===== config.mk =====
export PLATFORM = sky130hd
export DESIGN_NAME = kf8237_service_sequencer
export DESIGN_NICKNAME = d
export VERILOG_FILES = /design/src/rtl/kf8237_service_sequencer.sv
export SDC_FILE = /design/constraint.sdc
export NUM_CORES = 1
export LEC_CHECK = 0
export BUFFER_PORTS_ARGS = -buffer_cell sky130_fd_sc_hd__buf_4
export CAP_MARGIN = 20
export CORE_MARGIN = 3
export CORE_UTILIZATION = 47
export CTS_BUF_LIST = sky130_fd_sc_hd__clkbuf_4
export CTS_CLUSTER_SIZE = 40
export DETAILED_ROUTE_END_ITERATION = 6
export HOLD_SLACK_MARGIN = 0.06
export PLACE_DENSITY = 0.86
export SLEW_MARGIN = 10
export SYNTH_ARGS = -nofsm -noshare
export SYNTH_HDL_FRONTEND = slang
export SYNTH_SLANG_ARGS = --single-unit

===== constraint.sdc =====
create_clock -name clock -period 1.8 [get_ports clock]
set_clock_uncertainty 0.2 [all_clocks]
set_input_delay 0.45 -clock clock [delete_from_list [all_inputs] [get_ports clock]]
set_output_delay 0.45 -clock clock [all_outputs]
set_load 0.03 [all_outputs]

===== src/rtl/kf8237_service_sequencer.sv =====
// 8237 DMA service sequencer: HRQ/HLDA handshake, S0..S4 transfer cycles, DACK and EOP.
// All state advances on the falling edge of clock so it lines up with the priority encoder.
module kf8237_service_sequencer (
    input  logic       clock,
    input  logic       reset,
    input  logic [7:0] internal_data_bus,
    input  logic       write_command_register,
    input  logic       write_mode_register,
    input  logic       master_clear,
    input  logic [3:0] encoded_dma,
    input  logic       hold_acknowledge,
    input  logic       terminal_count,
    input  logic       end_of_process_n,
    output logic       hold_request,
    output logic [3:0] dma_acknowledge_internal,
    output logic [3:0] dma_acknowledge,
    output logic       end_of_process_internal,
    output logic       end_of_process_out_n,
    output logic [3:0] cycle_state,
    output logic [1:0] dma_rotate
);

    typedef enum logic [2:0] {
        StIdle,
        StS0,
        StS1,
        StS2,
        StS3,
        StS4,
        StCascade
    } state_t;

    localparam logic [1:0] ModeDemand  = 2'b00;
    localparam logic [1:0] ModeSingle  = 2'b01;
    localparam logic [1:0] ModeBlock   = 2'b10;
    localparam logic [1:0] ModeCascade = 2'b11;

    state_t          state_q, state_d;
    logic [1:0]      channel_q, channel_d;
    logic [1:0]      svc_mode_q, svc_mode_d;
    logic [1:0]      rotate_q, rotate_d;
    logic            dack_sense_q;
    logic [3:0][1:0] mode_reg_q;
    logic [1:0]      win_index;
    logic            eop_request;

    always_comb begin
        win_index = 2'd0;
        case (encoded_dma)
            4'b0010: win_index = 2'd1;
            4'b0100: win_index = 2'd2;
            4'b1000: win_index = 2'd3;
            default: win_index = 2'd0;
        endcase
    end

    assign eop_request = terminal_count | ~end_of_process_n;

    always_comb begin
        state_d    = state_q;
        channel_d  = channel_q;
        svc_mode_d = svc_mode_q;
        rotate_d   = rotate_q;
        unique case (state_q)
            StIdle: begin
                if (encoded_dma != 4'b0000) state_d = StS0;
            end
            StS0: begin
                if (encoded_dma == 4'b0000) begin
                    state_d = StIdle;
                end else if (hold_acknowledge) begin
                    // Mode is captured here so later register writes cannot disturb this service.
                    channel_d  = win_index;
                    svc_mode_d = mode_reg_q[win_index];
                    state_d    = (mode_reg_q[win_index] == ModeCascade) ? StCascade : StS1;
                end
            end
            StS1: state_d = StS2;
            StS2: state_d = StS3;
            StS3: state_d = StS4;
            StS4: begin
                state_d = StIdle;
                if (!eop_request && hold_acknowledge) begin
                    case (svc_mode_q)
                        ModeBlock:  state_d = StS1;
                        ModeDemand: state_d = encoded_dma[channel_q] ? StS1 : StIdle;
                        default:    state_d = StIdle;
                    endcase
                end
                if (state_d == StIdle) rotate_d = channel_q + 2'd1;
            end
            StCascade: begin
                if (!encoded_dma[channel_q]) begin
                    state_d  = StIdle;
                    rotate_d = channel_q + 2'd1;
                end
            end
            default: state_d = StIdle;
        endcase
    end

    always_ff @(negedge clock) begin
        if (reset || master_clear) begin
            state_q    <= StIdle;
            channel_q  <= 2'd0;
            svc_mode_q <= ModeDemand;
            rotate_q   <= 2'd0;
        end else begin
            state_q    <= state_d;
            channel_q  <= channel_d;
            svc_mode_q <= svc_mode_d;
            rotate_q   <= rotate_d;
        end
    end

    always_ff @(negedge clock) begin
        if (reset || master_clear) begin
            dack_sense_q <= 1'b0;
        end else if (write_command_register) begin
            dack_sense_q <= internal_data_bus[7];
        end
    end

    // Mode registers survive master_clear; only a hard reset clears them.
    always_ff @(negedge clock) begin
        if (reset) begin
            mode_reg_q <= '0;
        end else if (write_mode_register) begin
            mode_reg_q[internal_data_bus[1:0]] <= internal_data_bus[7:6];
        end
    end

    always_comb begin
        hold_request             = (state_q != StIdle);
        dma_acknowledge_internal = 4'b0000;
        cycle_state              = 4'b0000;
        case (state_q)
            StS1:      cycle_state = 4'b0001;
            StS2:      cycle_state = 4'b0010;
            StS3:      cycle_state = 4'b0100;
            StS4:      cycle_state = 4'b1000;
            default:   cycle_state = 4'b0000;
        endcase
        if (state_q inside {StS1, StS2, StS3, StS4, StCascade}) begin
            dma_acknowledge_internal = 4'b0001 << channel_q;
        end
        end_of_process_internal = (state_q == StS4) && eop_request;
        end_of_process_out_n    = !((state_q == StS4) && terminal_count);
        dma_acknowledge         = dack_sense_q ? dma_acknowledge_internal
                                               : ~dma_acknowledge_internal;
        dma_rotate              = rotate_q;
    end

endmodule


==> run summary, run 1 <==
The share of flip-flops with an asynchronous set or reset after synthesis came out at 0. The total number of placement rows is 17. After synthesis, the mean cell area works out to around 8.3 um^2. Synthesis produced 143 cells. The terminating stage of the flow is global routing (5_1_grt). The final RePlAce weighted congestion came out at 0.9203. The number of primary I/O pins is 37.

The tool reported: "[ERROR DPL-0038] Utilization greater than 100%, impossible to legalize". The proportion of synthesized chip area in sequential cells is 0.3019. The total clock buffers created by CTS came out at 3. After global-route timing repair, the worst endpoint was dma_acknowledge[1]. Of all cell types, the one taking the most synthesized area is sky130_fd_sc_hd__dfxtp_1. From bottom edge to top edge, the die measures roughly 56 um. The count of H-tree levels built during CTS is 1.

The synthesis warning total came out at 0. The summed instance area of the synthesized netlist is roughly 1200 um^2. Synthesis inferred 18 register bits.

Counting along the longest clock path gives a buffer depth of 2. The area fraction of the dominant cell type after synthesis came out at 0.3019. The number of synthesized flops with an enable pin came out at 0. The post-synthesis cell type count came out at 41. After the last repair the worst path ends at a primary output.

CTS saw 18 sinks. Ranked by total cell area, the synthesized netlist is headed by sky130_fd_sc_hd__dfxtp_1 30%, sky130_fd_sc_hd__mux2i_1 8.4%, sky130_fd_sc_hd__nor2_1 6.3%, sky130_fd_sc_hd__ha_1 4.2%, sky130_fd_sc_hd__xnor2_1 3.7%. The width of the die came out at around 56 um. The pin count of the biggest net entering global routing came out at 11. The number of hold buffers added after CTS came out at 0.

The tree is rooted in a sky130_fd_sc_hd__clkbuf_4. Yosys instantiated no cell more often than sky130_fd_sc_hd__nor2_1. The flow did not finish.

By count the netlist is led by 20 x sky130_fd_sc_hd__nor2_1, 18 x sky130_fd_sc_hd__dfxtp_1, 10 x sky130_fd_sc_hd__mux2i_1. The post-DP HPWL is roughly 2.6 mm. The effective utilization at floorplan came out at 0.5148. The number of input and output port buffers inserted came out at 32. The number of nets produced by synthesis came out at approximately 170. For this run, the leading register cell type out of synthesis is sky130_fd_sc_hd__dfxtp_1.
==> metrics by stage <==
step	setup slack, ns	hold WS, ns	std cells	area (um^2)
after CTS	-1.219	0.3045	249	2112
after detailed placement	-1.095	0.2847	220	1817
after global placement	-1.014	0.2843	220	1817
after floorplan	-0.9555	0.2592	143	1463
==> what timing repair did <==
action | 4_1_cts
endpoints found under the setup margin | 34
resized for setup | 41
pin swaps | 15
setup buffers | 8
==> cells by family after synthesis <==
kind of cell	after synthesis	synth area share
buffers and inverters	18	0.07128
adder cells (fa/ha/maj)	4	0.04193
AO/OA/AOI/OAI	30	0.1698
AND/OR/NAND/NOR	56	0.2683
XOR/XNOR	6	0.04402
flip-flops	18	0.3019
multiplexers	11	0.1027
==> run 2, diff against run 1 <==
- CORE_AREA: not set -> 3 3 64 66
- CORE_MARGIN: 3 -> not set
- CORE_UTILIZATION: 47 -> not set
- CTS_BUF_LIST: sky130_fd_sc_hd__clkbuf_4 -> not set
- CTS_CLUSTER_SIZE: 40 -> not set
- DIE_AREA: not set -> 0 0 67 69
- HOLD_SLACK_MARGIN: 0.06 -> not set
- PLACE_DENSITY: 0.86 -> not set
- PLACE_DENSITY_LB_ADDON: not set -> 0.15
- clock period: 1.8 -> 2.3 ns (I/O delays scaled with it)
==> run summary, run 2 <==
The flow ran to the end, but the final reports show violations. The final reports fail on setup timing. The critical path in this run is classified as reg2out. The power density of the placed cells came out at a little under 400 nW/um^2. The wire length per cell after detailed routing came out at about 13 um. The number of buffers between clock root and the deepest sink came out at 2. The most common cell in the synthesized netlist is sky130_fd_sc_hd__nor2_1. The total clock buffers created by CTS came out at 3.

The post-synthesis share of cell area spent on xor and xnor gates is 0.04403. Leaving out fill and tap cells, the most frequent cells in the layout are 48 x sky130_fd_sc_hd__buf_4, 29 x sky130_fd_sc_hd__buf_6, 21 x sky130_fd_sc_hd__inv_1. Sorting the synthesized cells by how often they occur yields 20 x sky130_fd_sc_hd__nor2_1, 18 x sky130_fd_sc_hd__dfxtp_1, 10 x sky130_fd_sc_hd__mux2i_1. The pin count of the biggest net entering global routing came out at 11. The area fraction of the dominant cell type after synthesis came out at 0.3019. By area, the combinational part of the netlist is dominated by simple AND/OR/NAND/NOR gates. Overall power consumption after layout is estimated at roughly 0.91 mW.

The data required time at the worst endpoint is 1.52 ns. The number of synthesized register bits came out at 18. In this run the number of H-tree levels came out at 1. Setup repair after global routing could not meet its margin everywhere. The number of synthesized flops with an enable pin is 0. The total number of placement rows came out at 22.

For this run, the total global-route usage over all layers was measured as 0.1593. The first-pass detailed-route iteration total is 4. The number of non-filler instances in the completed layout is approximately 290. The number of nets produced by synthesis came out at between 150 and 200. The synthesized-area fraction occupied by ao, oa, aoi and oai cells is 0.1698. The synthesized netlist cell count is 143.

The routed wire length is between 3 and 4 mm. The arithmetic-cell share of the synthesized area counting full adders, half adders and majority gates is 0.04193. In this run the tightest slew margin relative to its limit is 0.7357. Data on the critical path arrives at its endpoint at ~2.6 ns. More flip-flops sit in one register than any other, and that register is mode_reg_q. The layout overhead on the synthesized area is 97.90%. Yosys attributes the largest share of cell area to sky130_fd_sc_hd__dfxtp_1 30%, sky130_fd_sc_hd__mux2i_1 8.4%, sky130_fd_sc_hd__nor2_1 6.3%, sky130_fd_sc_hd__ha_1 4.2%, sky130_fd_sc_hd__xnor2_1 3.7%. The tightest hold path in the finished design has a slack of around 0.31 ns.

The most used flip-flop cell after synthesis is sky130_fd_sc_hd__dfxtp_1. The worst setup path is captured at an output port. The final worst slack came out at -1.047 ns. The via total after detailed routing came out at ~1400.

The initial antenna violation count came to 0. The share of flip-flops with an asynchronous set or reset after synthesis came out at 0. The number of design-rule violations left by the first detailed-router iteration came out at 47. At the end of the flow, the number of nets in the layout was ~260. The floorplan step defined a die boundary enclosing approximately 4600 um^2. The post-detailed-route DRC marker count came out at 0. During I/O placement, the number of pins put on the boundary was 37. For this configuration, the core starts out at a cell density of 0.3285.

After floorplanning, the core was sized to cover 3633 um^2. The final-layout setup total negative slack is -19.60 ns. Of all cell types, the one taking the most synthesized area is sky130_fd_sc_hd__dfxtp_1.

At the pin with the least slew margin, the transition time is slightly below 0.4 ns. The via density per instance came out at 4.982. TritonCTS built the clock tree. The synthesized netlist occupies a cell area of 1194 um^2. The first global-routing pass estimated approximately 5.8 mm of wire. The final count of negative-setup-slack endpoints came out at 26.

At the end of routability-driven placement, the weighted congestion stood at roughly 0.8. The number of sinks on the clock net is 18. Input and output buffers added on the ports amount to 32. The number of global-route vias before repair is around 1400. The die span in y came out at 69 um. The largest registers in the layout are mode_reg_q (8), state_q (3).

The top fanout value on the critical path came out at 4. After legalization and detailed placement, the total HPWL measured 2.666 mm. The worst IR drop on VDD is 0.3040 mV. The reported max-cap violation count came out at 0. The worst setup slack before clock tree synthesis is -0.9893 ns. The register with the most flip-flops in the layout has 8 of them. The average size of a mapped cell came out at between 8 and 9 um^2.

The CTS root buffer is sky130_fd_sc_hd__clkbuf_8. The number of diodes added for antenna fixing is 0. STA classifies the critical path startpoint as a register. The share of synthesized cell area in and, or, nand and nor gates is 0.2683. The analysis attributes to cell leakage a power of 1.059 nW. The synthesis warning total came out at 0. The latest clock arrival within the worst-skew pair is approximately 0.34 ns. Buffers inserted to repair hold after CTS numbered 0. The ratio of cells with drive above 1 in the final layout came out at 0.5570.

The final hold violation count is 0. The proportion of synthesized chip area in sequential cells came out at 0.3019. The total congestion overflow is 0.

The multiplexer share of the synthesized area came out at 0.1027. The post-synthesis cell type count is 41. The number of max-slew violations in the final report came out at 0. Measured along the x axis, the die boundary spans between 60 and 70 um.

The commonest non-fill, non-tap cell in the layout is sky130_fd_sc_hd__buf_4. The clock slew seen by the registers of the worst setup and hold paths is 0.05 ns. In this run the worst hold path is classified as reg2reg.

Once detail routing completed, the nets flagged for antenna violations numbered 0. The number of cells in the design after placement is 242.
## run 2: cell counts after synthesis
Identical to the previous run, type by type.
## run 2: critical path: stages, from the launching register on
cell                      delay (ns)
sky130_fd_sc_hd__dfxtp_2        0.34
sky130_fd_sc_hd__nor2_2         0.19
sky130_fd_sc_hd__nor2_4         0.07
sky130_fd_sc_hd__and2_4         0.18
sky130_fd_sc_hd__xnor2_4        0.16
sky130_fd_sc_hd__buf_6          0.15
## run 2: what timing repair did
item	in CTS	in global routing
pin swaps	16	14
buffers inserted	15	8
endpoints found under the setup margin	29	29
gates resized for setup	46	14
## run 2: path summary, 6_finish.rpt
| check | startpoint | endpoint | slack (ns) | depth (start not counted) |
|---|---|---|---|---|
| worst max register to register | channel_q[1] | state_q[1] | 0.39 | 5 |
| worst min register to register | mode_reg_q[0] | mode_reg_q[0] | 0.31 | 2 |
| worst max-delay path | state_q[2] | dma_acknowledge[0] | -1.05 | 5 |
| worst min-delay path | mode_reg_q[0] | mode_reg_q[0] | 0.31 | 2 |
## run 2: layout make-up
cell class,instances,area [um^2]
Clock inverter,19,72.57
Multi-Input combinational cell,107,991.0
Timing Repair Buffer,83,787.0
Clock buffer,3,41.29
Tap cell,48,60.06
Inverter,7,36.28
Sequential cell,18,374.1
Fill cell,301,1271
## run 2: report_power, final
group | internal [mW] | switching, mW
clock | 0.161 | 0.191
combinational | 0.128 | 0.104
sequential | 0.321 | 0.00578
total | 0.609 | 0.301
## run 2: stage by stage
step / util / cell area [um^2]
after floorplan: - / 1463
after global placement: 0.5110 / 1857
after detailed placement: 0.5110 / 1857
after CTS: 0.6174 / 2243
after global routing: 0.6501 / 2362
final: 0.6501 / 2362
## run 2: per-layer routing
metal	wire length [um]	vias up	GRT usage
li1	-	700	-
met1	1686	677	0.1958
met2	1924	36	0.2511
met3	146	7	0.05537
met4	43	0	0.06081
met5	0	-	0
## run 2: cells by family (layout without fill, tap and decap cells)
logic type / Yosys count / in the layout
and+or+nand+nor: 56 / 56
muxes: 11 / 11
buffers and inverters: 18 / 112
DFF: 18 / 18
AOI/OAI and AO/OA: 30 / 30
adders and majority gates: 4 / 4
xor gates and xnor gates: 6 / 6
Power figures use the tool's default switching activity.
==> run 3, diff against run 2 <==
- CORE_AREA: 3 3 64 66 -> 2 2 63 65
- DIE_AREA: 0 0 67 69 -> 0 0 65 67
- clock period: 2.3 -> 3.1 ns (I/O delays scaled with it)
==> run summary, run 3 (synthesis results as in run 2) <==
The run finished, with violations left. The effective utilization at floorplan came out at 0.3310. STA classifies the critical path endpoint as an output port. The class of the most critical setup path is reg2out. The initial antenna violation count is 0. The final count of negative-setup-slack endpoints is 26. 0 antenna diodes ended up in the layout. The path class of the tightest hold or removal check is reg2reg.

Once detailed placement completed, the half-perimeter wirelength came to 2.562 mm. The global-route wire length before repair came out at around 5.8 mm. The final hold violation count came out at 0.

The total number of placement rows is 22. The first-pass detailed-route iteration total is 4. The library cell used most frequently in the layout, excluding fill and tap cells, is sky130_fd_sc_hd__buf_4. The global-route usage over all layers is 0.1705. In this run the remaining antenna-violating nets after routing total 0. The net total in the final layout is ~250.

The checks that failed: setup timing. The number of hold buffers added after CTS came out at 0. The clock slew seen by the registers of the worst setup and hold paths came out at around 0.030 ns.

The number of global-route vias before repair is 1396. Summed over all layers, the routed wires come to 3.451 mm. The flip-flop count of the largest register, all copies and words added is 8. The design draws approximately 0.65 mW.

Of the cells placed in the final design, the portion with a size suffix greater than 1 is 0.5374. TritonCTS created 3 clock buffers. The number of sinks on the clock net came out at 18. Setup repair after global routing could not meet its margin everywhere.

The worst slew slack as a fraction of its limit is 0.8072. STA classifies the critical path startpoint as a register. The top cell types in the final layout, fill and taps aside, are 50 x sky130_fd_sc_hd__buf_4, 22 x sky130_fd_sc_hd__inv_1, 17 x sky130_fd_sc_hd__buf_6. The standard cell core area is roughly 3600 um^2. The width of the die came out at 65 um.

TritonCTS built the clock tree. The pin count of the biggest net entering global routing came out at 11. The static power due to leakage is 1.024 nW. The register with the most flip-flops is mode_reg_q. The worst-case IR drop observed on VDD is ~0.33 mV. The top fanout value on the critical path is 4.

The layout overhead on the synthesized area is 90.04%. The via total after detailed routing came out at about 1400. In this run the number of H-tree levels came out at 1. The number of buffers between clock root and the deepest sink came out at 2. The worst endpoint data arrival time is ~2.9 ns. The detailed router finished its first iteration with 45 violations. The die span in y is 67 um. The power density of the placed cells is approximately 280 nW/um^2. 37 I/O pins were placed. The slew at the pin with the worst max-slew slack came out at 0.2854 ns. Once routing completed, OpenROAD measured the worst setup slack at -0.8063 ns. The number of input and output port buffers inserted came out at 32.

Routability-driven placement finished with a final weighted congestion of roughly 0.77. The number of non-filler instances in the completed layout came out at 275. The reported max-cap violation count is 0. Including well taps, the total number of placed cells is between 200 and 250. The wire length per cell after detailed routing came out at around 13 um.

The die covers around 4400 um^2. The post-detailed-route DRC marker count came out at 0. The tree is rooted in a sky130_fd_sc_hd__clkbuf_8. Using the TritonRoute via totals, the vias-per-cell ratio works out to approximately 5.

The number of max-slew violations in the final report is 0. At the worst endpoint, the required time is 2.12 ns. For the worst-skew pair, the clock arrives at the later sink with an insertion delay of about 0.32 ns.

For this run the aggregate overflow at the end of global routing stands at 0. The end-of-flow core utilization is 0.6291. The largest registers in the layout are mode_reg_q (8), state_q (3).
[run 3: path summary, 6_finish.rpt]
path | startpoint | endpoint | slack [ns] | cells past startpoint
worst max-delay path | state_q[2] | dma_acknowledge[1] | -0.81 | 5
worst min-delay path | mode_reg_q[7] | mode_reg_q[7] | 0.30 | 2
worst max register to register | channel_q[1] | state_q[1] | 1.23 | 5
worst min register to register | mode_reg_q[7] | mode_reg_q[7] | 0.30 | 2
[run 3: stage by stage]
stage	cell area, um^2	setup TNS, ns	hold slack, ns	worst slack [ns]
2_1_floorplan	1450	-11.49	0.2592	-0.6305
6_report	2268	-13.95	0.3009	-0.8063
4_1_cts	2227	-14.00	0.3072	-0.8280
3_3_place_gp	1879	-13.30	0.2771	-0.7068
5_1_grt	2268	-15.42	0.3373	-0.8841
3_5_place_dp	1879	-13.70	0.2931	-0.7663
[run 3: what timing repair did]
item,4_1_cts,5_1_grt
buffers inserted,9,1
setup endpoints to repair,26,26
gates cloned,1,0
hold endpoints to repair,0,0
resized for setup,39,8
pin swaps,23,5
[run 3: cell type report]
class,count,area (um^2)
Clock inverter,18,67.56
Fill cell,297,1338
Multi-Input combinational cell,107,993.5
Inverter,7,33.78
Clock buffer,3,41.29
Timing Repair Buffer,74,704.4
Sequential cell,18,367.9
Tap cell,48,60.06
[run 3: per-layer routing]
layer	track usage	wire length, um	vias to the layer above
met5	0	0	-
met4	0.08511	46	0
met3	0.05236	155	4
met2	0.3067	1917	36
met1	0.1795	1331	638
li1	-	-	680
[run 3: worst max-delay path, cell delays in order (launching register included)]
cell,delay (ns)
sky130_fd_sc_hd__dfxtp_2,0.32
sky130_fd_sc_hd__and3_4,0.17
sky130_fd_sc_hd__nor2_4,0.12
sky130_fd_sc_hd__and2_4,0.19
sky130_fd_sc_hd__xnor2_4,0.11
sky130_fd_sc_hd__buf_6,0.14
[run 3: power by group]
group | switching, mW | total [mW] | leakage [nW] | internal (mW)
combinational | 0.0717 | 0.156 | 0.758 | 0.0839
clock | 0.129 | 0.246 | 0.117 | 0.117
sequential | 0.00401 | 0.244 | 0.149 | 0.240
